===== src/rtl/cs_next_address_pkg.sv =====
// Shared definitions for the microsequencer next-address stage:
// sequencing op encodings, FSM state encodings and the default address width.
package cs_next_address_pkg;

   localparam int CSAI_DATAWIDTH_DEF = 11;

   typedef enum logic [2:0] {
      OP_NEXT     = 3'b000,
      OP_JUMP     = 3'b001,
      OP_CJUMP    = 3'b010,
      OP_CALL     = 3'b011,
      OP_RET      = 3'b100,
      OP_DISPATCH = 3'b101,
      OP_HOLD     = 3'b110,
      OP_RSVD     = 3'b111
   } op_t;

   typedef enum logic [1:0] {
      ST_SETTLE = 2'd0,
      ST_DECIDE = 2'd1,
      ST_FAULT  = 2'd2
   } state_t;

endpackage


===== src/rtl/cs_next_address_if.sv =====
// Bus between the next-address sequencer (master) and the datapath /
// control-store side (slave).
//
// Handshake: Valid is high exactly while the sequencer sits in DECIDE, meaning
// CSAddress, CSAI and the microinstruction fields are stable. The datapath
// raises ACK when it is ready; a step completes on a rising edge where
// Valid && ACK are both high. ACK is ignored whenever Valid is low.
interface cs_next_address_if
   import cs_next_address_pkg::*;
#(
   parameter int CSAI_DATAWIDTH = CSAI_DATAWIDTH_DEF
) ();

   logic                      CS_NEXT_ADDRESS_ACK;
   logic [CSAI_DATAWIDTH-1:0] CS_NEXT_ADDRESS_CSAI_InBus;
   logic [CSAI_DATAWIDTH-1:0] CS_NEXT_ADDRESS_Branch_InBus;
   logic [2:0]                CS_NEXT_ADDRESS_Op_InBus;
   logic [1:0]                CS_NEXT_ADDRESS_CondSel_InBus;
   logic                      CS_NEXT_ADDRESS_CondPol_In;
   logic [3:0]                CS_NEXT_ADDRESS_Flags_InBus;
   logic [CSAI_DATAWIDTH-1:0] CS_NEXT_ADDRESS_Dispatch_InBus;
   logic [CSAI_DATAWIDTH-1:0] CS_NEXT_ADDRESS_CSAddress_OutBus;
   logic                      CS_NEXT_ADDRESS_IncAck_Out;
   logic                      CS_NEXT_ADDRESS_Valid_Out;
   logic                      CS_NEXT_ADDRESS_Fault_Out;
   state_t                    dbg_state;

   modport master (
      input  CS_NEXT_ADDRESS_ACK,
      input  CS_NEXT_ADDRESS_CSAI_InBus,
      input  CS_NEXT_ADDRESS_Branch_InBus,
      input  CS_NEXT_ADDRESS_Op_InBus,
      input  CS_NEXT_ADDRESS_CondSel_InBus,
      input  CS_NEXT_ADDRESS_CondPol_In,
      input  CS_NEXT_ADDRESS_Flags_InBus,
      input  CS_NEXT_ADDRESS_Dispatch_InBus,
      output CS_NEXT_ADDRESS_CSAddress_OutBus,
      output CS_NEXT_ADDRESS_IncAck_Out,
      output CS_NEXT_ADDRESS_Valid_Out,
      output CS_NEXT_ADDRESS_Fault_Out,
      output dbg_state
   );

   modport slave (
      output CS_NEXT_ADDRESS_ACK,
      output CS_NEXT_ADDRESS_CSAI_InBus,
      output CS_NEXT_ADDRESS_Branch_InBus,
      output CS_NEXT_ADDRESS_Op_InBus,
      output CS_NEXT_ADDRESS_CondSel_InBus,
      output CS_NEXT_ADDRESS_CondPol_In,
      output CS_NEXT_ADDRESS_Flags_InBus,
      output CS_NEXT_ADDRESS_Dispatch_InBus,
      input  CS_NEXT_ADDRESS_CSAddress_OutBus,
      input  CS_NEXT_ADDRESS_IncAck_Out,
      input  CS_NEXT_ADDRESS_Valid_Out,
      input  CS_NEXT_ADDRESS_Fault_Out,
      input  dbg_state
   );

endinterface


===== src/rtl/cs_return_stack.sv =====
// Return-address LIFO for micro-subroutine CALL/RET. The pointer counts
// 0..DEPTH so full and empty are distinguishable without an extra flag.
// Push while full and pop while empty are ignored here; the sequencer turns
// them into a fault before they reach this block.
module cs_return_stack #(
   parameter int W     = 11,
   parameter int DEPTH = 4
) (
   input  logic         clk_i,
   input  logic         rst_i,
   input  logic         push_i,
   input  logic         pop_i,
   input  logic [W-1:0] data_i,
   output logic [W-1:0] top_o,
   output logic         full_o,
   output logic         empty_o
);

   localparam int AW = $clog2(DEPTH);
   localparam int PW = AW + 1;

   logic [PW-1:0] sp_q, sp_d;
   logic [W-1:0]  mem_q [DEPTH];
   logic [AW-1:0] wr_idx;
   logic [AW-1:0] top_idx;

   assign full_o  = (sp_q == PW'(DEPTH));
   assign empty_o = (sp_q == '0);
   assign wr_idx  = sp_q[AW-1:0];
   // At sp == DEPTH the low bits wrap to 0, so minus one lands on DEPTH-1.
   assign top_idx = sp_q[AW-1:0] - AW'(1);
   assign top_o   = mem_q[top_idx];

   // Next pointer: one step up on push, one down on pop, guarded at the ends.
   always_comb begin
      sp_d = sp_q;
      if (push_i && !full_o) begin
         sp_d = sp_q + PW'(1);
      end else if (pop_i && !empty_o) begin
         sp_d = sp_q - PW'(1);
      end
   end

   // Stack pointer register with synchronous reset.
   always_ff @(posedge clk_i) begin
      if (rst_i) begin
         sp_q <= '0;
      end else begin
         sp_q <= sp_d;
      end
   end

   // Entry storage; contents survive reset, only the pointer is cleared.
   always_ff @(posedge clk_i) begin
      if (!rst_i && push_i && !full_o) begin
         mem_q[wr_idx] <= data_i;
      end
   end

endmodule


===== src/rtl/cs_next_address.sv =====
// Microsequencer next-address stage. Holds the registered control-store
// address and, once per microinstruction (SETTLE then DECIDE), picks the next
// one: sequential, jump, conditional jump, call/return or opcode dispatch.
// Stack misuse parks the sequencer in FAULT until reset.
module cs_next_address
   import cs_next_address_pkg::*;
#(
   parameter int CSAI_DATAWIDTH = CSAI_DATAWIDTH_DEF,
   parameter int STACK_DEPTH    = 4
) (
   input  logic              CS_NEXT_ADDRESS_CLOCK_50,
   input  logic              CS_NEXT_ADDRESS_RESET_InHigh,
   cs_next_address_if.master bus
);

   state_t                    state_q, state_d;
   logic [CSAI_DATAWIDTH-1:0] addr_q, addr_d;
   logic                      push, pop;
   logic                      take;
   logic [CSAI_DATAWIDTH-1:0] stk_top;
   logic                      stk_full, stk_empty;

   // Return addresses are always the CSAI present during DECIDE.
   cs_return_stack #(
      .W     (CSAI_DATAWIDTH),
      .DEPTH (STACK_DEPTH)
   ) u_stack (
      .clk_i   (CS_NEXT_ADDRESS_CLOCK_50),
      .rst_i   (CS_NEXT_ADDRESS_RESET_InHigh),
      .push_i  (push),
      .pop_i   (pop),
      .data_i  (bus.CS_NEXT_ADDRESS_CSAI_InBus),
      .top_o   (stk_top),
      .full_o  (stk_full),
      .empty_o (stk_empty)
   );

   assign take = bus.CS_NEXT_ADDRESS_Flags_InBus[bus.CS_NEXT_ADDRESS_CondSel_InBus]
                 ^ bus.CS_NEXT_ADDRESS_CondPol_In;

   // Next-state, next-address and stack-control decode.
   always_comb begin
      state_d = state_q;
      addr_d  = addr_q;
      push    = 1'b0;
      pop     = 1'b0;
      case (state_q)
         ST_SETTLE: begin
            state_d = ST_DECIDE;
         end
         ST_DECIDE: begin
            if (bus.CS_NEXT_ADDRESS_ACK) begin
               state_d = ST_SETTLE;
               case (op_t'(bus.CS_NEXT_ADDRESS_Op_InBus))
                  OP_JUMP:     addr_d = bus.CS_NEXT_ADDRESS_Branch_InBus;
                  OP_CJUMP:    addr_d = take ? bus.CS_NEXT_ADDRESS_Branch_InBus
                                             : bus.CS_NEXT_ADDRESS_CSAI_InBus;
                  OP_CALL: begin
                     if (stk_full) begin
                        state_d = ST_FAULT;
                     end else begin
                        push   = 1'b1;
                        addr_d = bus.CS_NEXT_ADDRESS_Branch_InBus;
                     end
                  end
                  OP_RET: begin
                     if (stk_empty) begin
                        state_d = ST_FAULT;
                     end else begin
                        pop    = 1'b1;
                        addr_d = stk_top;
                     end
                  end
                  OP_DISPATCH: addr_d = bus.CS_NEXT_ADDRESS_Dispatch_InBus;
                  OP_HOLD:     addr_d = addr_q;
                  default:     addr_d = bus.CS_NEXT_ADDRESS_CSAI_InBus;
               endcase
            end
         end
         ST_FAULT: begin
            state_d = ST_FAULT;
         end
         default: begin
            state_d = ST_SETTLE;
         end
      endcase
   end

   // State and address registers; reset wins over any step in flight.
   always_ff @(posedge CS_NEXT_ADDRESS_CLOCK_50) begin
      if (CS_NEXT_ADDRESS_RESET_InHigh) begin
         state_q <= ST_SETTLE;
         addr_q  <= '0;
      end else begin
         state_q <= state_d;
         addr_q  <= addr_d;
      end
   end

   assign bus.CS_NEXT_ADDRESS_CSAddress_OutBus = addr_q;
   assign bus.CS_NEXT_ADDRESS_IncAck_Out       = (state_q != ST_FAULT);
   assign bus.CS_NEXT_ADDRESS_Valid_Out        = (state_q == ST_DECIDE);
   assign bus.CS_NEXT_ADDRESS_Fault_Out        = (state_q == ST_FAULT);
   assign bus.dbg_state                        = state_q;

endmodule


===== src/flat_wrapper.sv =====
// flat-port wrapper written by rule: the top's interface ports become plain ports
module cs_next_address_flat import cs_next_address_pkg::*;
#(
   parameter int CSAI_DATAWIDTH = CSAI_DATAWIDTH_DEF,
   parameter int STACK_DEPTH    = 4
)
  (CS_NEXT_ADDRESS_CLOCK_50, CS_NEXT_ADDRESS_RESET_InHigh, bus_CS_NEXT_ADDRESS_ACK, bus_CS_NEXT_ADDRESS_CSAI_InBus, bus_CS_NEXT_ADDRESS_Branch_InBus, bus_CS_NEXT_ADDRESS_Op_InBus, bus_CS_NEXT_ADDRESS_CondSel_InBus, bus_CS_NEXT_ADDRESS_CondPol_In, bus_CS_NEXT_ADDRESS_Flags_InBus, bus_CS_NEXT_ADDRESS_Dispatch_InBus, bus_CS_NEXT_ADDRESS_CSAddress_OutBus, bus_CS_NEXT_ADDRESS_IncAck_Out, bus_CS_NEXT_ADDRESS_Valid_Out, bus_CS_NEXT_ADDRESS_Fault_Out, bus_dbg_state);
  cs_next_address_if #(.CSAI_DATAWIDTH(CSAI_DATAWIDTH)) bus_i ();
  input  logic CS_NEXT_ADDRESS_CLOCK_50;
  input  logic CS_NEXT_ADDRESS_RESET_InHigh;
  input wire logic [$bits(bus_i.CS_NEXT_ADDRESS_ACK)-1:0] bus_CS_NEXT_ADDRESS_ACK;
  input wire logic [$bits(bus_i.CS_NEXT_ADDRESS_CSAI_InBus)-1:0] bus_CS_NEXT_ADDRESS_CSAI_InBus;
  input wire logic [$bits(bus_i.CS_NEXT_ADDRESS_Branch_InBus)-1:0] bus_CS_NEXT_ADDRESS_Branch_InBus;
  input wire logic [$bits(bus_i.CS_NEXT_ADDRESS_Op_InBus)-1:0] bus_CS_NEXT_ADDRESS_Op_InBus;
  input wire logic [$bits(bus_i.CS_NEXT_ADDRESS_CondSel_InBus)-1:0] bus_CS_NEXT_ADDRESS_CondSel_InBus;
  input wire logic [$bits(bus_i.CS_NEXT_ADDRESS_CondPol_In)-1:0] bus_CS_NEXT_ADDRESS_CondPol_In;
  input wire logic [$bits(bus_i.CS_NEXT_ADDRESS_Flags_InBus)-1:0] bus_CS_NEXT_ADDRESS_Flags_InBus;
  input wire logic [$bits(bus_i.CS_NEXT_ADDRESS_Dispatch_InBus)-1:0] bus_CS_NEXT_ADDRESS_Dispatch_InBus;
  output wire logic [$bits(bus_i.CS_NEXT_ADDRESS_CSAddress_OutBus)-1:0] bus_CS_NEXT_ADDRESS_CSAddress_OutBus;
  output wire logic [$bits(bus_i.CS_NEXT_ADDRESS_IncAck_Out)-1:0] bus_CS_NEXT_ADDRESS_IncAck_Out;
  output wire logic [$bits(bus_i.CS_NEXT_ADDRESS_Valid_Out)-1:0] bus_CS_NEXT_ADDRESS_Valid_Out;
  output wire logic [$bits(bus_i.CS_NEXT_ADDRESS_Fault_Out)-1:0] bus_CS_NEXT_ADDRESS_Fault_Out;
  output wire logic [$bits(bus_i.dbg_state)-1:0] bus_dbg_state;
  assign bus_i.CS_NEXT_ADDRESS_ACK = bus_CS_NEXT_ADDRESS_ACK;
  assign bus_i.CS_NEXT_ADDRESS_CSAI_InBus = bus_CS_NEXT_ADDRESS_CSAI_InBus;
  assign bus_i.CS_NEXT_ADDRESS_Branch_InBus = bus_CS_NEXT_ADDRESS_Branch_InBus;
  assign bus_i.CS_NEXT_ADDRESS_Op_InBus = bus_CS_NEXT_ADDRESS_Op_InBus;
  assign bus_i.CS_NEXT_ADDRESS_CondSel_InBus = bus_CS_NEXT_ADDRESS_CondSel_InBus;
  assign bus_i.CS_NEXT_ADDRESS_CondPol_In = bus_CS_NEXT_ADDRESS_CondPol_In;
  assign bus_i.CS_NEXT_ADDRESS_Flags_InBus = bus_CS_NEXT_ADDRESS_Flags_InBus;
  assign bus_i.CS_NEXT_ADDRESS_Dispatch_InBus = bus_CS_NEXT_ADDRESS_Dispatch_InBus;
  assign bus_CS_NEXT_ADDRESS_CSAddress_OutBus = bus_i.CS_NEXT_ADDRESS_CSAddress_OutBus;
  assign bus_CS_NEXT_ADDRESS_IncAck_Out = bus_i.CS_NEXT_ADDRESS_IncAck_Out;
  assign bus_CS_NEXT_ADDRESS_Valid_Out = bus_i.CS_NEXT_ADDRESS_Valid_Out;
  assign bus_CS_NEXT_ADDRESS_Fault_Out = bus_i.CS_NEXT_ADDRESS_Fault_Out;
  assign bus_dbg_state = bus_i.dbg_state;
  cs_next_address #(.CSAI_DATAWIDTH(CSAI_DATAWIDTH), .STACK_DEPTH(STACK_DEPTH)) u_core (.CS_NEXT_ADDRESS_CLOCK_50(CS_NEXT_ADDRESS_CLOCK_50), .CS_NEXT_ADDRESS_RESET_InHigh(CS_NEXT_ADDRESS_RESET_InHigh), .bus(bus_i));
endmodule

===== config.mk =====
export PLATFORM = sky130hd
export DESIGN_NAME = cs_next_address_flat
export DESIGN_NICKNAME = d
export VERILOG_FILES = /design/src/rtl/cs_next_address_pkg.sv /design/src/rtl/cs_next_address_if.sv /design/src/rtl/cs_return_stack.sv /design/src/rtl/cs_next_address.sv /design/src/flat_wrapper.sv
export SDC_FILE = /design/constraint.sdc
export NUM_CORES = 1
export LEC_CHECK = 0
export CAP_MARGIN = 0
export CORE_MARGIN = 1.5
export CORE_UTILIZATION = 40
export DETAILED_ROUTE_END_ITERATION = 16
export PLACE_DENSITY_LB_ADDON = 0.08
export SYNTH_ARGS = -nofsm -noshare
export SYNTH_HDL_FRONTEND = slang
export SYNTH_SLANG_ARGS = --single-unit

===== constraint.sdc =====
create_clock -name CS_NEXT_ADDRESS_CLOCK_50 -period 3.05 [get_ports CS_NEXT_ADDRESS_CLOCK_50]
set_input_delay 0.61 -clock CS_NEXT_ADDRESS_CLOCK_50 [delete_from_list [all_inputs] [get_ports CS_NEXT_ADDRESS_CLOCK_50]]
set_output_delay 0.61 -clock CS_NEXT_ADDRESS_CLOCK_50 [all_outputs]
set_load 0.01 [all_outputs]

==> tab_implementation.tex <==
\begin{tabular}{lr}
\hline
Metric & Value \\
\hline
\multicolumn{2}{l}{\textbf{Status}} \\
Result of the run & complete, no violations \\
\multicolumn{2}{l}{\textbf{Place}} \\
Placed inst area & roughly 3700 um\^{}2 \\
Final GP Congestion & 0.782 \\
Place WS & about 0.28 ns \\
Sum of net half-perimeters after detailed placement & between 4 and 5 mm \\
Count of buffers from port buffering & 61 \\
\multicolumn{2}{l}{\textbf{Yosys}} \\
Fraction of the mapped netlist area in compound gates & about 16\% \\
Post-synthesis simple-gate area fraction & a little under an eighth \\
Combinational family with the most area after synthesis & compound AO/OA/AOI/OAI gates \\
Sequential fraction of the synthesis area & a little under three fifths \\
Portion of netlist area occupied by mux cells & around 8.8\% \\
Syn\_area\_per\_cell & between 10 and 15 um\^{}2 \\
Most used DFF post-synth & sky130\_fd\_sc\_hd\_\_edfxtp\_1 \\
Post-synth top area cell & sky130\_fd\_sc\_hd\_\_edfxtp\_1 \\
Number of unique standard cell types used by synthesis & 38 \\
Synth top area share & $\sim$46\% \\
Top cells by area in the synthesized netlist & sky130\_fd\_sc\_hd\_\_edfxtp\_1, sky130\_fd\_sc\_hd\_\_dfxtp\_1, sky130\_fd\_sc\_hd\_\_mux2i\_1, sky130\_fd\_sc\_hd\_\_a2111oi\_2, sky130\_fd\_sc\_hd\_\_and2\_1 \\
Net Count, Synth & 277 \\
Xor-xnor portion of the synthesized cell area & under 10\% \\
Number of synthesized flops with an enable pin & 44 \\
Number of register bits inferred by synthesis & 60 \\
Cell count after synthesis & $\sim$230 \\
Ys Warns & 0 \\
Adder and majority gate portion of the synthesized area & around 2.4\% \\
Syn Std Cell Area & $\sim$2900 um\^{}2 \\
Post-synthesis async set-or-reset flop share & 0\% \\
\multicolumn{2}{l}{\textbf{Finish}} \\
Area of combinational cells with multiple inputs & roughly 1100 um\^{}2 \\
Antenna diode instance count & 0 \\
Leading cell types in the layout, fill and taps excluded & sky130\_fd\_sc\_hd\_\_clkdlybuf4s50\_1, sky130\_fd\_sc\_hd\_\_edfxtp\_1, sky130\_fd\_sc\_hd\_\_mux2i\_1, sky130\_fd\_sc\_hd\_\_nor2\_1 \\
Most frequent standard cell in the layout excluding fill and tap cells & sky130\_fd\_sc\_hd\_\_clkdlybuf4s50\_1 \\
Area of all placed cells without fillers & 3820 um\^{}2 \\
Growth of design area from synthesis to finish & 32.4\% \\
Share of cells above drive strength 1 & between 10 and 15\% \\
Fin nets & 350 \\
Register area & $\sim$1600 um\^{}2 \\
Filler cell count in the final layout & $\sim$630 \\
\multicolumn{2}{l}{\textbf{Route}} \\
DR WL met2 & between 3 and 4 mm \\
Routed length on met1 & 3.41 mm \\
Uppermost routed layer & met4 \\
DRC & 0 \\
Iteration-0 DRC Markers & 100 \\
Post-DR wirelength/cell & $\sim$18 um \\
Final routed wirelength across all metal layers & 7.02 mm \\
Vias per cell & between 5 and 6 \\
Detailed-routed wire length on met3 & 327 um \\
Number of detailed-route iterations in the first pass & 4 \\
Total number of vias & 2077 \\
Post-DRT Antenna Nets & 0 \\
\multicolumn{2}{l}{\textbf{Floorplan}} \\
Standard-cell row count & 30 \\
Die footprint & approximately 7700 um\^{}2 \\
Floorplan core area & slightly below 7000 um\^{}2 \\
Die span in y & slightly below 90 um \\
Die boundary width & around 88 um \\
IO Pins & 62 \\
Starting Density & roughly 42\% \\
\multicolumn{2}{l}{\textbf{Critical path}} \\
Max FO, Critical Path & 7 \\
Crit path launch type & input port \\
Kind of critical path & input port to register \\
Capturing element type of the critical path & register \\
Buffers \& Inverters on Critical Path & 1 \\
Required time at the worst-slack endpoint & around 3.2 ns \\
Critical Path AT & $\sim$2.7 ns \\
Cell breakdown of the critical path & clkdlybuf4s50\_1 > and4b\_1 > o21ai\_1 > nand2\_1 > a2111oi\_0 > a211oi\_1 \\
Cell class contributing the biggest share of worst-path delay & compound AO/OA/AOI/OAI gates \\
Cell with the largest stage delay on the worst path & sky130\_fd\_sc\_hd\_\_clkdlybuf4s50\_1 \\
Maximum cell stage delay along the critical path & slightly below 0.6 ns \\
\multicolumn{2}{l}{\textbf{Timing}} \\
Final worst slack & about 0.56 ns \\
Tightest slew margin relative to the limit & between 60\% and 70\% \\
Min Clock Period, post-route & approximately 2.5 ns \\
Worst Tran Pin Value & roughly 0.55 ns \\
Final Hold Violating Endpoints & 0 \\
Final Setup Violations & 0 \\
Share of the cycle needed by the critical path after routing & 81.6\% \\
Fin Clk Skew & approximately 0.0063 ns \\
Post-Route Hold Slack & between 0.4 and 0.5 ns \\
Total Negative Setup Slacks & 0 ns \\
Final Slew Violations & 0 \\
Setup repair after global routing missed its margin & false \\
Maximum clock frequency & 402 MHz \\
\multicolumn{2}{l}{\textbf{Clocking}} \\
CTS clk-pin slew, worst paths & $\sim$0.070 ns \\
CTS root buf & sky130\_fd\_sc\_hd\_\_clkbuf\_8 \\
H-tree lvl count & 3 \\
CTS Buffer Depth & 2 \\
Clock tree sinks & 60 \\
CTS Hold Buffers Added & 0 \\
Post-cts repair resize count & 0 \\
TritonCTS clock tree & yes \\
Clk\_lat worst skew & approximately 0.34 ns \\
Number of buffers created by CTS & 9 \\
Number of setup buffers added after CTS & 0 \\
\multicolumn{2}{l}{\textbf{Global route}} \\
Number of global-route vias before repair & 1974 \\
GRT Total Usage & 19.8\% \\
GRT overflow & 0 \\
First-pass GRT wire length & approximately 11 mm \\
Initial antenna violation count & 0 \\
Largest net degree at the start of global routing & 17 \\
\multicolumn{2}{l}{\textbf{Pwr}} \\
Max VDD drop & around 0.22 mV \\
Switch share & a little under a quarter \\
Power consumption & roughly 1.7 mW \\
Proportion of power drawn by combinational gates & between 10 and 15\% \\
Net Switching & just over 0.4 mW \\
Power density normalized to cell area & between 400 and 500 nW/um\^{}2 \\
Leakage power & between 1 and 1.5 nW \\
Relative contribution of sequential cells to total power & 51.5\% \\
Internal Pwr Total & approximately 1.3 mW \\
Fraction of power consumed by the clock network & roughly a third \\
\multicolumn{2}{l}{\textbf{Flow run}} \\
Max-cap violations & 0 \\
\multicolumn{2}{l}{\textbf{Worst hold path}} \\
Hold Path Class & register to register \\
\hline
\end{tabular}
[final cells by class]
| cell class | instances | area share [%] |
|---|---|---|
| Clock inverter | 3 | 0.360 |
| Sequential cell | 60 | 43.0 |
| Tap cell | 96 | 3.15 |
| Timing Repair Buffer | 76 | 18.9 |
| Multi-Input combinational cell | 146 | 30.1 |
| Clock buffer | 13 | 3.90 |
| Inverter | 6 | 0.590 |
[stage by stage]
| step | std cells | utilization [%] |
|---|---|---|
| final | 400 | 55.6 |
| after global routing | 400 | 55.6 |
| after CTS | 400 | 55.6 |
| after detailed placement | 384 | 53.2 |
| after global placement | 384 | 53.2 |
| after floorplan | 226 | - |
[power groups by stage]
stage | clock network (mW) | registers [mW] | logic, mW
6_report | 0.604 | 0.896 | 0.238
5_1_grt | 0.655 | 0.898 | 0.258
3_3_place_gp | 0 | 0.915 | 0.237
2_1_floorplan | 0 | 0.918 | 0.104
4_1_cts | 0.621 | 0.896 | 0.240
3_5_place_dp | 0 | 0.914 | 0.239
[layer usage]
layer	GRT usage, %	vias up
met2	28.9	55
met4	9.52	0
met5	0	-
li1	-	1010
met1	28.3	1001
met3	3.77	11
[final timing paths]
kind | from | to | slack [ns] | depth (start not counted)
worst min register to register | u_core.bus.dbg_state[1]$_SDFFE_PP0P_ | u_core.bus.dbg_state[0]$_SDFFE_PP0P_ | 0.48 | 1
worst min-delay path | u_core.bus.dbg_state[1]$_SDFFE_PP0P_ | u_core.bus.dbg_state[0]$_SDFFE_PP0P_ | 0.48 | 1
worst max-delay path | bus_CS_NEXT_ADDRESS_Op_InBus[2] | u_core.bus.CS_NEXT_ADDRESS_CSAddress_OutBus[1]$_SDFFE_PP0P_ | 0.56 | 6
worst max register to register | u_core.u_stack.sp_q[0]$_SDFFE_PP0P_ | u_core.u_stack.sp_q[2]$_SDFFE_PP0P_ | 0.68 | 10
[cell usage after synthesis (all sizes together) (2+ instances only)]
master and instances:
edfxtp 44, mux2i 23, nor2 17, and2 16
dfxtp 16, nand2 15, o21ai 14, a211oi 12
a2111oi 11, a221oi 11, clkbuf 8, buf 6
inv 6, ha 4, nor2b 4, xnor2 3
nand2b 2, nor3 2
[state kept, by name (all words and copies together) (netlist names)]
name / cells
u_core.u_stack.mem_q: 44
u_core.bus.CS_NEXT_ADDRESS_CSAddress_OutBus: 11
u_core.bus.dbg_state: 2
u_core.u_stack.sp_q: 3
[worst reg2reg max path: stages, from the launching register on]
cell	delay [ns]
sky130_fd_sc_hd__dfxtp_1	0.45
sky130_fd_sc_hd__inv_1	0.14
sky130_fd_sc_hd__ha_1	0.27
sky130_fd_sc_hd__nand2_1	0.09
sky130_fd_sc_hd__and3_1	0.17
sky130_fd_sc_hd__nand2_1	0.08
sky130_fd_sc_hd__fa_1	0.40
sky130_fd_sc_hd__nor4_1	0.25
sky130_fd_sc_hd__o21ai_0	0.13
sky130_fd_sc_hd__xnor2_1	0.14
sky130_fd_sc_hd__nor2b_1	0.13
[logic make-up (layout without fill, tap and decap cells)]
| group | count (synthesis) | in the layout |
|---|---|---|
| muxes | 24 | 24 |
| xor gates and xnor gates | 3 | 3 |
| and+or+nand+nor | 63 | 63 |
| DFF | 60 | 60 |
| buffers and inverters | 20 | 98 |
| AOI/OAI and AO/OA | 51 | 51 |
| adders and majority gates | 5 | 5 |
Power figures use the tool's default switching activity.
